**src/rtl/rvcore_pkg.sv**
```systemverilog
// Shared core definitions: writeback requester encoding and
// the default starvation threshold for the writeback arbiter.
package rvcore_pkg;

   typedef enum logic [1:0] {
      REQ_ALU  = 2'd0,
      REQ_LSU  = 2'd1,
      REQ_MDU  = 2'd2,
      REQ_NONE = 2'd3
   } req_e;

   localparam int unsigned STARVE_LIMIT_DEF = 4;

endpackage

```
**src/rtl/rf_scoreboard.sv**
```systemverilog
// Register busy-bit scoreboard for long-latency destinations,
// with RAW/WAW hazard detection on the issuing instruction.
module rf_scoreboard
   import rvcore_pkg::*;
(
   input  logic       clk,
   input  logic       rst_n,
   input  logic       flush,
   input  logic       issue_valid,
   input  logic [4:0] issue_rd,
   input  logic       issue_long,
   input  logic [4:0] rs1,
   input  logic [4:0] rs2,
   input  logic       clr_valid,
   input  logic [4:0] clr_rd,
   output logic       rs1_busy,
   output logic       rs2_busy,
   output logic       stall
);

   logic [31:0] r_busy;
   logic [31:0] w_busy_nxt;
   logic [31:0] w_set_mask;
   logic [31:0] w_clr_mask;
   logic        w_set;

   assign rs1_busy = r_busy[rs1];
   assign rs2_busy = r_busy[rs2];
   assign stall    = issue_valid &&
                     (rs1_busy || rs2_busy || r_busy[issue_rd]);

   assign w_set = issue_valid && !stall && issue_long &&
                  (issue_rd != 5'd0);

   // Set is applied after clear so it wins on the same rd.
   always_comb begin
      w_set_mask = '0;
      w_clr_mask = '0;
      if (w_set)
         w_set_mask[issue_rd] = 1'b1;
      if (clr_valid)
         w_clr_mask[clr_rd] = 1'b1;
      if (flush)
         w_busy_nxt = '0;
      else
         w_busy_nxt = (r_busy & ~w_clr_mask) | w_set_mask;
      w_busy_nxt[0] = 1'b0;
   end

   always_ff @(posedge clk or negedge rst_n) begin
      if (!rst_n)
         r_busy <= '0;
      else
         r_busy <= w_busy_nxt;
   end

endmodule

```
**src/rtl/rf_wb_arbiter.sv**
```systemverilog
// Register-file writeback arbiter: ALU > LSU > MDU with
// starvation promotion, plus the long-latency scoreboard.
module rf_wb_arbiter
   import rvcore_pkg::*;
#(
   parameter int unsigned XLEN         = 32,
   parameter int unsigned STARVE_LIMIT = STARVE_LIMIT_DEF
) (
   input  logic            clk,
   input  logic            rst_n,
   input  logic            issue_valid,
   input  logic [4:0]      issue_rd,
   input  logic            issue_long,
   input  logic [4:0]      rs1,
   input  logic [4:0]      rs2,
   output logic            rs1_busy,
   output logic            rs2_busy,
   output logic            stall,
   input  logic            alu_valid,
   input  logic [4:0]      alu_rd,
   input  logic [XLEN-1:0] alu_wdata,
   output logic            alu_ready,
   input  logic            lsu_valid,
   input  logic [4:0]      lsu_rd,
   input  logic [XLEN-1:0] lsu_wdata,
   output logic            lsu_ready,
   input  logic            mdu_valid,
   input  logic [4:0]      mdu_rd,
   input  logic [XLEN-1:0] mdu_wdata,
   output logic            mdu_ready,
   input  logic            flush,
   output logic            rf_we,
   output logic [4:0]      rf_rd,
   output logic [XLEN-1:0] rf_wdata
);

   localparam logic [2:0] LIM = 3'(STARVE_LIMIT);

   logic [2:0] r_lsu_cnt;
   logic [2:0] r_mdu_cnt;
   logic       w_lsu_prom;
   logic       w_mdu_prom;
   logic       w_clr_valid;
   logic [4:0] w_clr_rd;
   logic [4:0] w_rd;
   req_e       w_gnt;

   assign w_lsu_prom = lsu_valid && (r_lsu_cnt == LIM);
   assign w_mdu_prom = mdu_valid && (r_mdu_cnt == LIM);

   // Grants are masked during reset so no handshake can complete.
   always_comb begin
      w_gnt = REQ_NONE;
      if (!rst_n)
         w_gnt = REQ_NONE;
      else if (w_lsu_prom)
         w_gnt = REQ_LSU;
      else if (w_mdu_prom)
         w_gnt = REQ_MDU;
      else if (alu_valid)
         w_gnt = REQ_ALU;
      else if (lsu_valid)
         w_gnt = REQ_LSU;
      else if (mdu_valid)
         w_gnt = REQ_MDU;
   end

   always_comb begin
      alu_ready = (w_gnt == REQ_ALU);
      lsu_ready = (w_gnt == REQ_LSU);
      mdu_ready = (w_gnt == REQ_MDU);
      w_rd      = '0;
      rf_wdata  = '0;
      unique case (w_gnt)
         REQ_ALU: begin
            w_rd     = alu_rd;
            rf_wdata = alu_wdata;
         end
         REQ_LSU: begin
            w_rd     = lsu_rd;
            rf_wdata = lsu_wdata;
         end
         REQ_MDU: begin
            w_rd     = mdu_rd;
            rf_wdata = mdu_wdata;
         end
         default: ;
      endcase
      rf_rd = w_rd;
      rf_we = (w_gnt != REQ_NONE) && (w_rd != 5'd0);
   end

   always_ff @(posedge clk or negedge rst_n) begin
      if (!rst_n)
         r_lsu_cnt <= '0;
      else if (!lsu_valid || lsu_ready)
         r_lsu_cnt <= '0;
      else if (r_lsu_cnt != LIM)
         r_lsu_cnt <= r_lsu_cnt + 3'd1;
   end

   always_ff @(posedge clk or negedge rst_n) begin
      if (!rst_n)
         r_mdu_cnt <= '0;
      else if (!mdu_valid || mdu_ready)
         r_mdu_cnt <= '0;
      else if (r_mdu_cnt != LIM)
         r_mdu_cnt <= r_mdu_cnt + 3'd1;
   end

   // Only long-latency completions retire a busy bit.
   assign w_clr_valid = lsu_ready || mdu_ready;
   assign w_clr_rd    = lsu_ready ? lsu_rd : mdu_rd;

   rf_scoreboard u_sb (
      .clk         (clk),
      .rst_n       (rst_n),
      .flush       (flush),
      .issue_valid (issue_valid),
      .issue_rd    (issue_rd),
      .issue_long  (issue_long),
      .rs1         (rs1),
      .rs2         (rs2),
      .clr_valid   (w_clr_valid),
      .clr_rd      (w_clr_rd),
      .rs1_busy    (rs1_busy),
      .rs2_busy    (rs2_busy),
      .stall       (stall)
   );

endmodule

```
**config.mk**
```make
export PLATFORM = sky130hd
export DESIGN_NAME = rf_wb_arbiter
export DESIGN_NICKNAME = d
export VERILOG_FILES = /design/src/rtl/rvcore_pkg.sv /design/src/rtl/rf_scoreboard.sv /design/src/rtl/rf_wb_arbiter.sv
export SDC_FILE = /design/constraint.sdc
export NUM_CORES = 1
export LEC_CHECK = 0
export ABC_CLOCK_PERIOD_IN_PS = 3000
export BUFFER_PORTS_ARGS = -buffer_cell sky130_fd_sc_hd__buf_4
export CAP_MARGIN = 20
export CORE_MARGIN = 10
export CORE_UTILIZATION = 25
export CTS_CLUSTER_DIAMETER = 200
export DETAILED_ROUTE_END_ITERATION = 12
export GPL_ROUTABILITY_DRIVEN = 0
export PLACE_DENSITY_LB_ADDON = 0.1
export SLEW_MARGIN = 20
export SYNTH_ARGS = -nofsm -noshare
export SYNTH_HDL_FRONTEND = slang
export SYNTH_SLANG_ARGS = --single-unit
```
**constraint.sdc**
```tcl
create_clock -name clk -period 3 [get_ports clk]
set_input_delay 0.45 -clock clk [delete_from_list [all_inputs] [get_ports clk]]
set_output_delay 0.45 -clock clk [all_outputs]
set_load 0.005 [all_outputs]
```
==> impl_metrics.prom, run 1 <==
# TYPE chip_impl_metric gauge
chip_impl_metric{name="total_cts_buffers",unit=""} 5
chip_impl_metric{name="vias_in_the_first_global_route",unit=""} 4753
chip_impl_metric{name="gr-total-overflow",unit=""} 0
chip_impl_metric{name="yosysWarningCount",unit=""} 0
chip_impl_metric{name="synth-async-reset-ratio",unit=""} 1.00
chip_impl_metric{name="skew_pair_late_insertion_delay",unit="ps"} 290
chip_impl_metric{name="post-dp-hpwl",unit="mm"} 14.8
chip_impl_metric{name="period_share",unit=""} 0.977
chip_impl_metric{name="fp.dieArea",unit="µm²"} 20800
chip_impl_metric{name="post_synth_instance_area",unit="µm²"} 3860
chip_impl_metric{name="ys_seq_elements",unit=""} 37
chip_impl_metric{name="design_power_total",unit="mW"} 1.70
chip_impl_metric{name="port_buffers",unit=""} 177
chip_impl_metric{name="grt_first_pass_wirelength",unit="mm"} 27.4
chip_impl_metric{name="postSynthCellCount",unit=""} 471
chip_impl_metric{name="design.final.nets",unit=""} 783
chip_impl_metric{name="synthesis.nets",unit=""} 613
chip_impl_metric{name="yosysSeqAreaShare",unit=""} 0.240
chip_impl_metric{name="grt_max_degree",unit=""} 39
chip_impl_metric{name="yosysUniqueCellTypes",unit=""} 49
chip_impl_metric{name="route.detailed.vias_per_inst",unit=""} 5.63
chip_impl_info{name="crit-reg2reg-launch",value="r_mdu_cnt[0]"} 1
chip_impl_metric{name="initialDrtViolationCount",unit=""} 322
chip_impl_info{name="ys_top_cells_by_count",value="sky130_fd_sc_hd__nor2_1 (51), sky130_fd_sc_hd__nor2b_1 (40), sky130_fd_sc_hd__o21ai_0 (40)"} 1
chip_impl_info{name="crit_path_start",value="r_lsu_cnt[1]"} 1
chip_impl_metric{name="design.core.area",unit="µm²"} 15100
chip_impl_metric{name="cts_num_sinks",unit=""} 37
chip_impl_metric{name="worst-path-max-fanout",unit=""} 7
chip_impl_info{name="most_frequent_cell_after_synthesis",value="sky130_fd_sc_hd__nor2_1"} 1
chip_impl_info{name="netlist.top_cell.by_area",value="sky130_fd_sc_hd__dfrtp_1"} 1
chip_impl_metric{name="placedCellCount",unit=""} 811
chip_impl_metric{name="drc_errors",unit=""} 0
chip_impl_metric{name="cts.clk_slew.worst_paths",unit="ps"} 60
chip_impl_metric{name="cts_buffer_depth",unit=""} 2
chip_impl_metric{name="clock.fmax",unit="MHz"} 341
chip_impl_info{name="netlist_top_cells_area",value="sky130_fd_sc_hd__dfrtp_1 (24%), sky130_fd_sc_hd__a222oi_1 (9.6%), sky130_fd_sc_hd__nor2b_1 (6.5%)"} 1
chip_impl_metric{name="timing.max_slew.rel_slack",unit=""} 0.514
chip_impl_metric{name="crit_arrival",unit="ps"} 2480
chip_impl_metric{name="initial_utilization",unit=""} 0.255
chip_impl_metric{name="power.ir.vdd_worst",unit="mV"} 0.189
chip_impl_metric{name="ant_diodes",unit=""} 0
chip_impl_info{name="ctsRootBufferMaster",value="sky130_fd_sc_hd__clkbuf_16"} 1
chip_impl_info{name="type_of_destination_of_the_critical_path",value="output port"} 1
chip_impl_info{name="critical_path_class",value="register to output port"} 1
chip_impl_info{name="tritoncts",value="built"} 1
chip_impl_metric{name="drt-pass1-iter-count",unit=""} 6
chip_impl_metric{name="final_core_utilization",unit=""} 0.373
chip_impl_metric{name="grt_antenna_before_repair",unit=""} 0
chip_impl_metric{name="clock-skew-final",unit="ps"} 6.91
chip_impl_metric{name="fp.dieH",unit="µm"} 144
chip_impl_metric{name="finalWorstPathRequiredPeriod",unit="ps"} 2930
chip_impl_metric{name="least_setup_slack_across_all_paths_after_layout",unit="ps"} 70.0
chip_impl_metric{name="cts-htree-levels",unit=""} 2
chip_impl_metric{name="boundaryPins",unit=""} 178
chip_impl_metric{name="timing_hold_violations_final",unit=""} 0
chip_impl_metric{name="drt.antenna.violating_nets",unit=""} 0
chip_impl_metric{name="fillers",unit=""} 1558
chip_impl_info{name="synthFlopType",value="sky130_fd_sc_hd__dfrtp_1"} 1
chip_impl_metric{name="instances_no_fill",unit=""} 830
chip_impl_metric{name="maxSlewViolCount",unit=""} 0
chip_impl_metric{name="place_worst_setup_slack",unit="ps"} 79.1
chip_impl_info{name="setup_repair_after_global_routing_missed_its_margin",value="true"} 1
chip_impl_info{name="setup.worst_path.start_class",value="register"} 1
chip_impl_metric{name="grt_usage",unit=""} 0.169
chip_impl_metric{name="worst_pin_slew",unit="ps"} 722
chip_impl_metric{name="synthToLayoutAreaGrowth",unit="%"} 46.4
chip_impl_metric{name="final_layout_size_suffix_gt1_frac",unit=""} 0.396
chip_impl_metric{name="die_width",unit="µm"} 144
chip_impl_metric{name="num_vias",unit=""} 4672
chip_impl_metric{name="power-per-cell-area",unit="nW/µm²"} 301
chip_impl_metric{name="yosys.area.top_type_share",unit=""} 0.240
chip_impl_metric{name="max_cap_violations",unit=""} 0
chip_impl_metric{name="synth-edff-count",unit=""} 0
chip_impl_metric{name="setup_viol_count_final",unit=""} 0
chip_impl_info{name="min_path_type",value="primary input to async pin"} 1
chip_impl_metric{name="synth.avg_cell_area",unit="µm²"} 8.20
chip_impl_metric{name="area.sequential",unit="µm²"} 926
chip_impl_metric{name="power.static_leakage",unit="nW"} 2.55
chip_impl_info{name="run_status",value="complete, no violations"} 1
chip_impl_metric{name="route.detailed.wl_per_inst",unit="µm"} 22.2
chip_impl_metric{name="cp.required",unit="ps"} 2550
chip_impl_metric{name="std_cell_rows",unit=""} 45
chip_impl_metric{name="timing.hold.ws",unit="ps"} 22.0
chip_impl_metric{name="number_of_hold_buffers_added_after_cts",unit=""} 0
chip_impl_metric{name="finalWirelength",unit="mm"} 18.4
chip_impl_metric{name="multi_input_gate_area_in_the_final_layout",unit="µm²"} 2740
==> final cells by class <==
| type | count | area share |
|---|---|---|
| Multi-Input combinational cell | 376 | 0.484 |
| Timing Repair Buffer | 208 | 0.277 |
| Sequential cell | 37 | 0.164 |
| Tap cell | 188 | 0.0416 |
| Clock buffer | 6 | 0.0228 |
| Inverter | 13 | 0.00863 |
| Clock inverter | 2 | 0.00177 |
==> timing repair <==
action                                  4_1_cts  5_1_grt
pin swaps                                     7       20
endpoints found under the setup margin       36       35
cloned                                        0        0
buffers inserted                              6        5
resized for setup                            10        5
==> worst max-delay path, stage by stage (launching register included) <==
cell and delay [ps]:
sky130_fd_sc_hd__dfrtp_1 380, sky130_fd_sc_hd__inv_1 70, sky130_fd_sc_hd__ha_2 180, sky130_fd_sc_hd__nand2_2 60, sky130_fd_sc_hd__inv_2 60, sky130_fd_sc_hd__o21ai_1 50
sky130_fd_sc_hd__o211ai_1 190, sky130_fd_sc_hd__inv_2 120, sky130_fd_sc_hd__ha_4 210, sky130_fd_sc_hd__a222oi_1 400, sky130_fd_sc_hd__buf_4 180, sky130_fd_sc_hd__buf_4 90
sky130_fd_sc_hd__nor2_1 30, sky130_fd_sc_hd__buf_4 150
==> path summary, 6_finish.rpt <==
kind | slack, ps | endpoint | cells past startpoint
max | 70 | rf_rd[1] | 13
min | 20 | r_mdu_cnt[2] | 1
max reg2reg | 360 | u_sb.r_busy[18] | 13
min reg2reg | 570 | r_mdu_cnt[1] | 2
max in group asynchronous | 2390 | u_sb.r_busy[18] | 2
min in group clk | 500 | r_mdu_cnt[0] | 3
==> sequential cells by signal, indices dropped and copies added (netlist names) <==
name         cells
r_lsu_cnt        3
u_sb.r_busy     31
r_mdu_cnt        3
==> stage by stage <==
stage | setup TNS, ps | instance area (µm²)
2_1_floorplan | 0 | 3860
3_3_place_gp | 0 | 5380
3_5_place_dp | 0 | 5380
4_1_cts | 0 | 5590
5_1_grt | -542 | 5650
6_report | 0 | 5650
==> layer usage <==
metal	vias to the layer above	global-route usage	share of wire
li1	2145	-	-
met5	-	0	0
met3	17	0.0672	0.10
met2	222	0.292	0.49
met1	2288	0.185	0.38
met4	0	0.0527	0.022
==> kinds of logic after synthesis <==
group,share of synthesized area
buffers and inverters,0.0648
AOI/OAI and AO/OA,0.274
muxes,0.133
DFF,0.240
xor gates and xnor gates,0.00454
and+or+nand+nor,0.258
adders and majority gates,0.0259
==> power by group <==
part           switching [mW]  total, mW  internal, mW
Clock                   0.209      0.514         0.305
Sequential            0.00804      0.516         0.508
Combinational           0.348      0.672         0.324
==> layout by cell type, fill, tap and decap left out, types with 3 or more instances in the layout <==
cell	count
sky130_fd_sc_hd__buf_4	206
sky130_fd_sc_hd__nand3_1	28
sky130_fd_sc_hd__a22oi_1	4
sky130_fd_sc_hd__o21ai_0	39
sky130_fd_sc_hd__nor2_1	51
sky130_fd_sc_hd__ha_4	3
sky130_fd_sc_hd__inv_1	11
sky130_fd_sc_hd__nand2_1	34
sky130_fd_sc_hd__nor3b_1	3
sky130_fd_sc_hd__nand2b_1	8
sky130_fd_sc_hd__a222oi_1	37
sky130_fd_sc_hd__or4b_2	3
sky130_fd_sc_hd__and3_1	4
sky130_fd_sc_hd__o32ai_1	4
sky130_fd_sc_hd__mux2_2	5
sky130_fd_sc_hd__nor2b_1	40
sky130_fd_sc_hd__dfrtp_1	37
sky130_fd_sc_hd__o41ai_2	7
sky130_fd_sc_hd__clkbuf_16	5
sky130_fd_sc_hd__a21oi_1	7
sky130_fd_sc_hd__nor3_1	7
sky130_fd_sc_hd__o21ai_1	3
sky130_fd_sc_hd__mux4_2	10
sky130_fd_sc_hd__mux2i_1	22
sky130_fd_sc_hd__ha_1	3
sky130_fd_sc_hd__o31ai_1	18
(Power assumes the default switching activity.)
==> run 2: changes to the inputs <==
--- a/config.mk
+++ b/config.mk
@@ -13,7 +13,7 @@
 export CTS_CLUSTER_DIAMETER = 200
 export DETAILED_ROUTE_END_ITERATION = 12
 export GPL_ROUTABILITY_DRIVEN = 0
-export PLACE_DENSITY_LB_ADDON = 0.1
+export PLACE_DENSITY = 0.46
 export SLEW_MARGIN = 20
 export SYNTH_ARGS = -nofsm -noshare
 export SYNTH_HDL_FRONTEND = slang
==> run 2 against run 1 <==
Net effect: via count up 1.1%; setup slack worse by 34 ps; final cell count up 0.84%; utilization up 1.1 points; flip-flop and latch count unchanged; maximum frequency down 1.1%; register-to-register slack worse by 90 ps; clock skew down 2.4 ps; sequential power about the same; die area unchanged; largest power group unchanged.
==> impl_metrics.prom, run 2 (same netlist as run 1, synthesis figures left out) <==
# TYPE chip_impl_metric gauge
chip_impl_info{name="run_status",value="complete, no violations"} 1
chip_impl_info{name="reg_with_most_ffs",value="u_sb.r_busy"} 1
chip_impl_metric{name="drc_errors",unit=""} 0
chip_impl_metric{name="design.core.area",unit="µm²"} 15100
chip_impl_metric{name="grt_antenna_before_repair",unit=""} 0
chip_impl_metric{name="ant_diodes",unit=""} 0
chip_impl_metric{name="clock-skew-final",unit="ps"} 4.51
chip_impl_metric{name="total_cts_buffers",unit=""} 5
chip_impl_metric{name="finalWirelength",unit="mm"} 18.9
chip_impl_info{name="setup.worst_path.start_class",value="register"} 1
chip_impl_metric{name="maxSlewViolCount",unit=""} 0
chip_impl_info{name="critical_path_class",value="register to output port"} 1
chip_impl_info{name="setup_repair_after_global_routing_missed_its_margin",value="true"} 1
chip_impl_info{name="min_path_type",value="primary input to async pin"} 1
chip_impl_metric{name="critPathBufInv",unit=""} 4
chip_impl_info{name="critical_path_cell_by_cell",value="inv_1 > ha_2 > nand2_2 > inv_2 > o21ai_2 > o211ai_1 > buf_4 > ha_4 > a222oi_1 > and3_1 > a31oi_2 > buf_4"} 1
chip_impl_info{name="critical-path-top-cell-by-count",value="sky130_fd_sc_hd__buf_4"} 1
chip_impl_metric{name="design_power_total",unit="mW"} 1.86
chip_impl_metric{name="period_share",unit=""} 0.988
chip_impl_metric{name="cts-htree-levels",unit=""} 2
chip_impl_metric{name="power.static_leakage",unit="nW"} 2.62
chip_impl_info{name="layout_common_cells",value="sky130_fd_sc_hd__buf_4 (210), sky130_fd_sc_hd__nor2_1 (49), sky130_fd_sc_hd__nor2b_1 (40)"} 1
chip_impl_metric{name="vias_in_the_first_global_route",unit=""} 4965
chip_impl_metric{name="cp_slowest_stage_delay",unit="ps"} 390
chip_impl_metric{name="initial_utilization",unit=""} 0.255
chip_impl_metric{name="route.detailed.wl_per_inst",unit="µm"} 22.6
chip_impl_metric{name="synthToLayoutAreaGrowth",unit="%"} 50.9
chip_impl_metric{name="worst_pin_slew",unit="ps"} 719
chip_impl_metric{name="initialDrtViolationCount",unit=""} 401
chip_impl_info{name="reg_top3",value="u_sb.r_busy x31, r_lsu_cnt x3, r_mdu_cnt x3"} 1
chip_impl_metric{name="fp.dieH",unit="µm"} 144
chip_impl_metric{name="crit_arrival",unit="ps"} 2510
chip_impl_metric{name="dpl-instance-area",unit="µm²"} 5380
chip_impl_metric{name="setup_viol_count_final",unit=""} 0
chip_impl_metric{name="cts_num_sinks",unit=""} 37
chip_impl_metric{name="grt_first_pass_wirelength",unit="mm"} 28.5
chip_impl_metric{name="max_cap_violations",unit=""} 0
chip_impl_info{name="type_of_destination_of_the_critical_path",value="output port"} 1
chip_impl_metric{name="gr-total-overflow",unit=""} 0
chip_impl_metric{name="clock.fmax",unit="MHz"} 337
chip_impl_info{name="ctsRootBufferMaster",value="sky130_fd_sc_hd__clkbuf_16"} 1
chip_impl_metric{name="std_cell_rows",unit=""} 45
chip_impl_metric{name="power-per-cell-area",unit="nW/µm²"} 319
chip_impl_metric{name="tns",unit="ps"} 0
chip_impl_metric{name="num_vias",unit=""} 4725
chip_impl_metric{name="route.detailed.vias_per_inst",unit=""} 5.65
chip_impl_metric{name="timing.hold.ws",unit="ps"} 295
chip_impl_metric{name="final_core_utilization",unit=""} 0.385
chip_impl_metric{name="largest_reg_flops",unit=""} 31
chip_impl_metric{name="port_buffers",unit=""} 177
chip_impl_metric{name="cp.required",unit="ps"} 2550
chip_impl_metric{name="drt.antenna.violating_nets",unit=""} 0
chip_impl_metric{name="grt_usage",unit=""} 0.175
chip_impl_metric{name="finalWorstPathRequiredPeriod",unit="ps"} 2960
chip_impl_info{name="worst_path_dominant_cell_family",value="compound AO/OA/AOI/OAI gates"} 1
chip_impl_metric{name="grt_max_degree",unit=""} 39
chip_impl_info{name="critical-path-slowest-cell",value="sky130_fd_sc_hd__a222oi_1"} 1
chip_impl_metric{name="timing.max_slew.rel_slack",unit=""} 0.516
chip_impl_metric{name="final_layout_size_suffix_gt1_frac",unit=""} 0.414
chip_impl_metric{name="power.ir.vdd_worst",unit="mV"} 0.214
chip_impl_metric{name="post-dp-hpwl",unit="mm"} 14.7
chip_impl_metric{name="worst-path-max-fanout",unit=""} 9
chip_impl_metric{name="drt-pass1-iter-count",unit=""} 6
chip_impl_metric{name="design.final.nets",unit=""} 790
chip_impl_metric{name="skew_pair_late_insertion_delay",unit="ps"} 280
chip_impl_metric{name="fp.dieArea",unit="µm²"} 20800
chip_impl_metric{name="timing_hold_violations_final",unit=""} 0
chip_impl_metric{name="boundaryPins",unit=""} 178
chip_impl_info{name="layout.cells.most_common",value="sky130_fd_sc_hd__buf_4"} 1
chip_impl_metric{name="cts_buffer_depth",unit=""} 2
chip_impl_metric{name="die_width",unit="µm"} 144
chip_impl_info{name="tritoncts",value="built"} 1
chip_impl_metric{name="final_cell_area",unit="µm²"} 5830
chip_impl_metric{name="cts.clk_slew.worst_paths",unit="ps"} 60
-- run 2: cell count changes in the layout (fill, tap and decap cells not counted), sizes merged --
cell	delta
dlygate4sd3	+1
clkinv	-2
buf	+5
bufinv	+1
clkbuf	+2
-- run 2: worst register-to-register path: stages (launching register included) --
cell and delay (ps):
sky130_fd_sc_hd__dfrtp_1 370, sky130_fd_sc_hd__inv_1 50, sky130_fd_sc_hd__ha_2 180, sky130_fd_sc_hd__nand2_2 70, sky130_fd_sc_hd__inv_2 50, sky130_fd_sc_hd__o21ai_2 100, sky130_fd_sc_hd__o211ai_1 160, sky130_fd_sc_hd__buf_4 190
sky130_fd_sc_hd__ha_4 180, sky130_fd_sc_hd__buf_4 140, sky130_fd_sc_hd__buf_4 180, sky130_fd_sc_hd__o32ai_1 380, sky130_fd_sc_hd__nand2_1 210, sky130_fd_sc_hd__o21ai_0 230, sky130_fd_sc_hd__o41ai_2 110
-- run 2: timing repair --
action	CTS	global route
gates resized for setup	11	19
hold buffers	1	0
setup buffers	11	6
setup endpoints to repair	34	52
gates cloned	0	2
endpoints found under the hold margin	2	0
pin swaps	8	13
-- run 2: layer usage --
metal / GRT usage / share of wire
met5: 0 / 0
met4: 0.0771 / 0.039
met3: 0.0567 / 0.092
met2: 0.299 / 0.49
met1: 0.194 / 0.38
-- run 2: area by class of cell --
class | count | area [µm²]
Timing Repair Buffer | 215 | 1650
Fill cell | 1565 | 9320
Sequential cell | 37 | 926
Inverter | 13 | 48.8
Clock buffer | 7 | 143
Tap cell | 188 | 235
Multi-Input combinational cell | 376 | 2790
Clock inverter | 1 | 30.0
-- run 2: worst paths after layout --
path	to	cells past startpoint	slack, ps	startpoint
max reg2reg	u_sb.r_busy[22]	14	270	r_lsu_cnt[1]
min in group clk	r_mdu_cnt[1]	3	500	mdu_valid
min	u_sb.r_busy[31]	2	300	rst_n
min reg2reg	r_lsu_cnt[2]	2	600	r_lsu_cnt[2]
max in group asynchronous	r_lsu_cnt[0]	2	2220	rst_n
max	rf_we	12	40	r_lsu_cnt[1]
-- run 2: power breakdown --
group          leakage (nW)  total [mW]  switching, mW  internal (mW)
Clock                0.0841       0.625          0.210          0.416
Sequential            0.513       0.517        0.00881          0.508
Combinational          2.02       0.719          0.367          0.352
-- run 2: per-stage QoR --
step                      worst slack, ps  std cells
after floorplan                       235        471
after global placement                224        811
after detailed placement              114        811
after CTS                            2.25        831
after global routing                 -107        837
final                                36.1        837
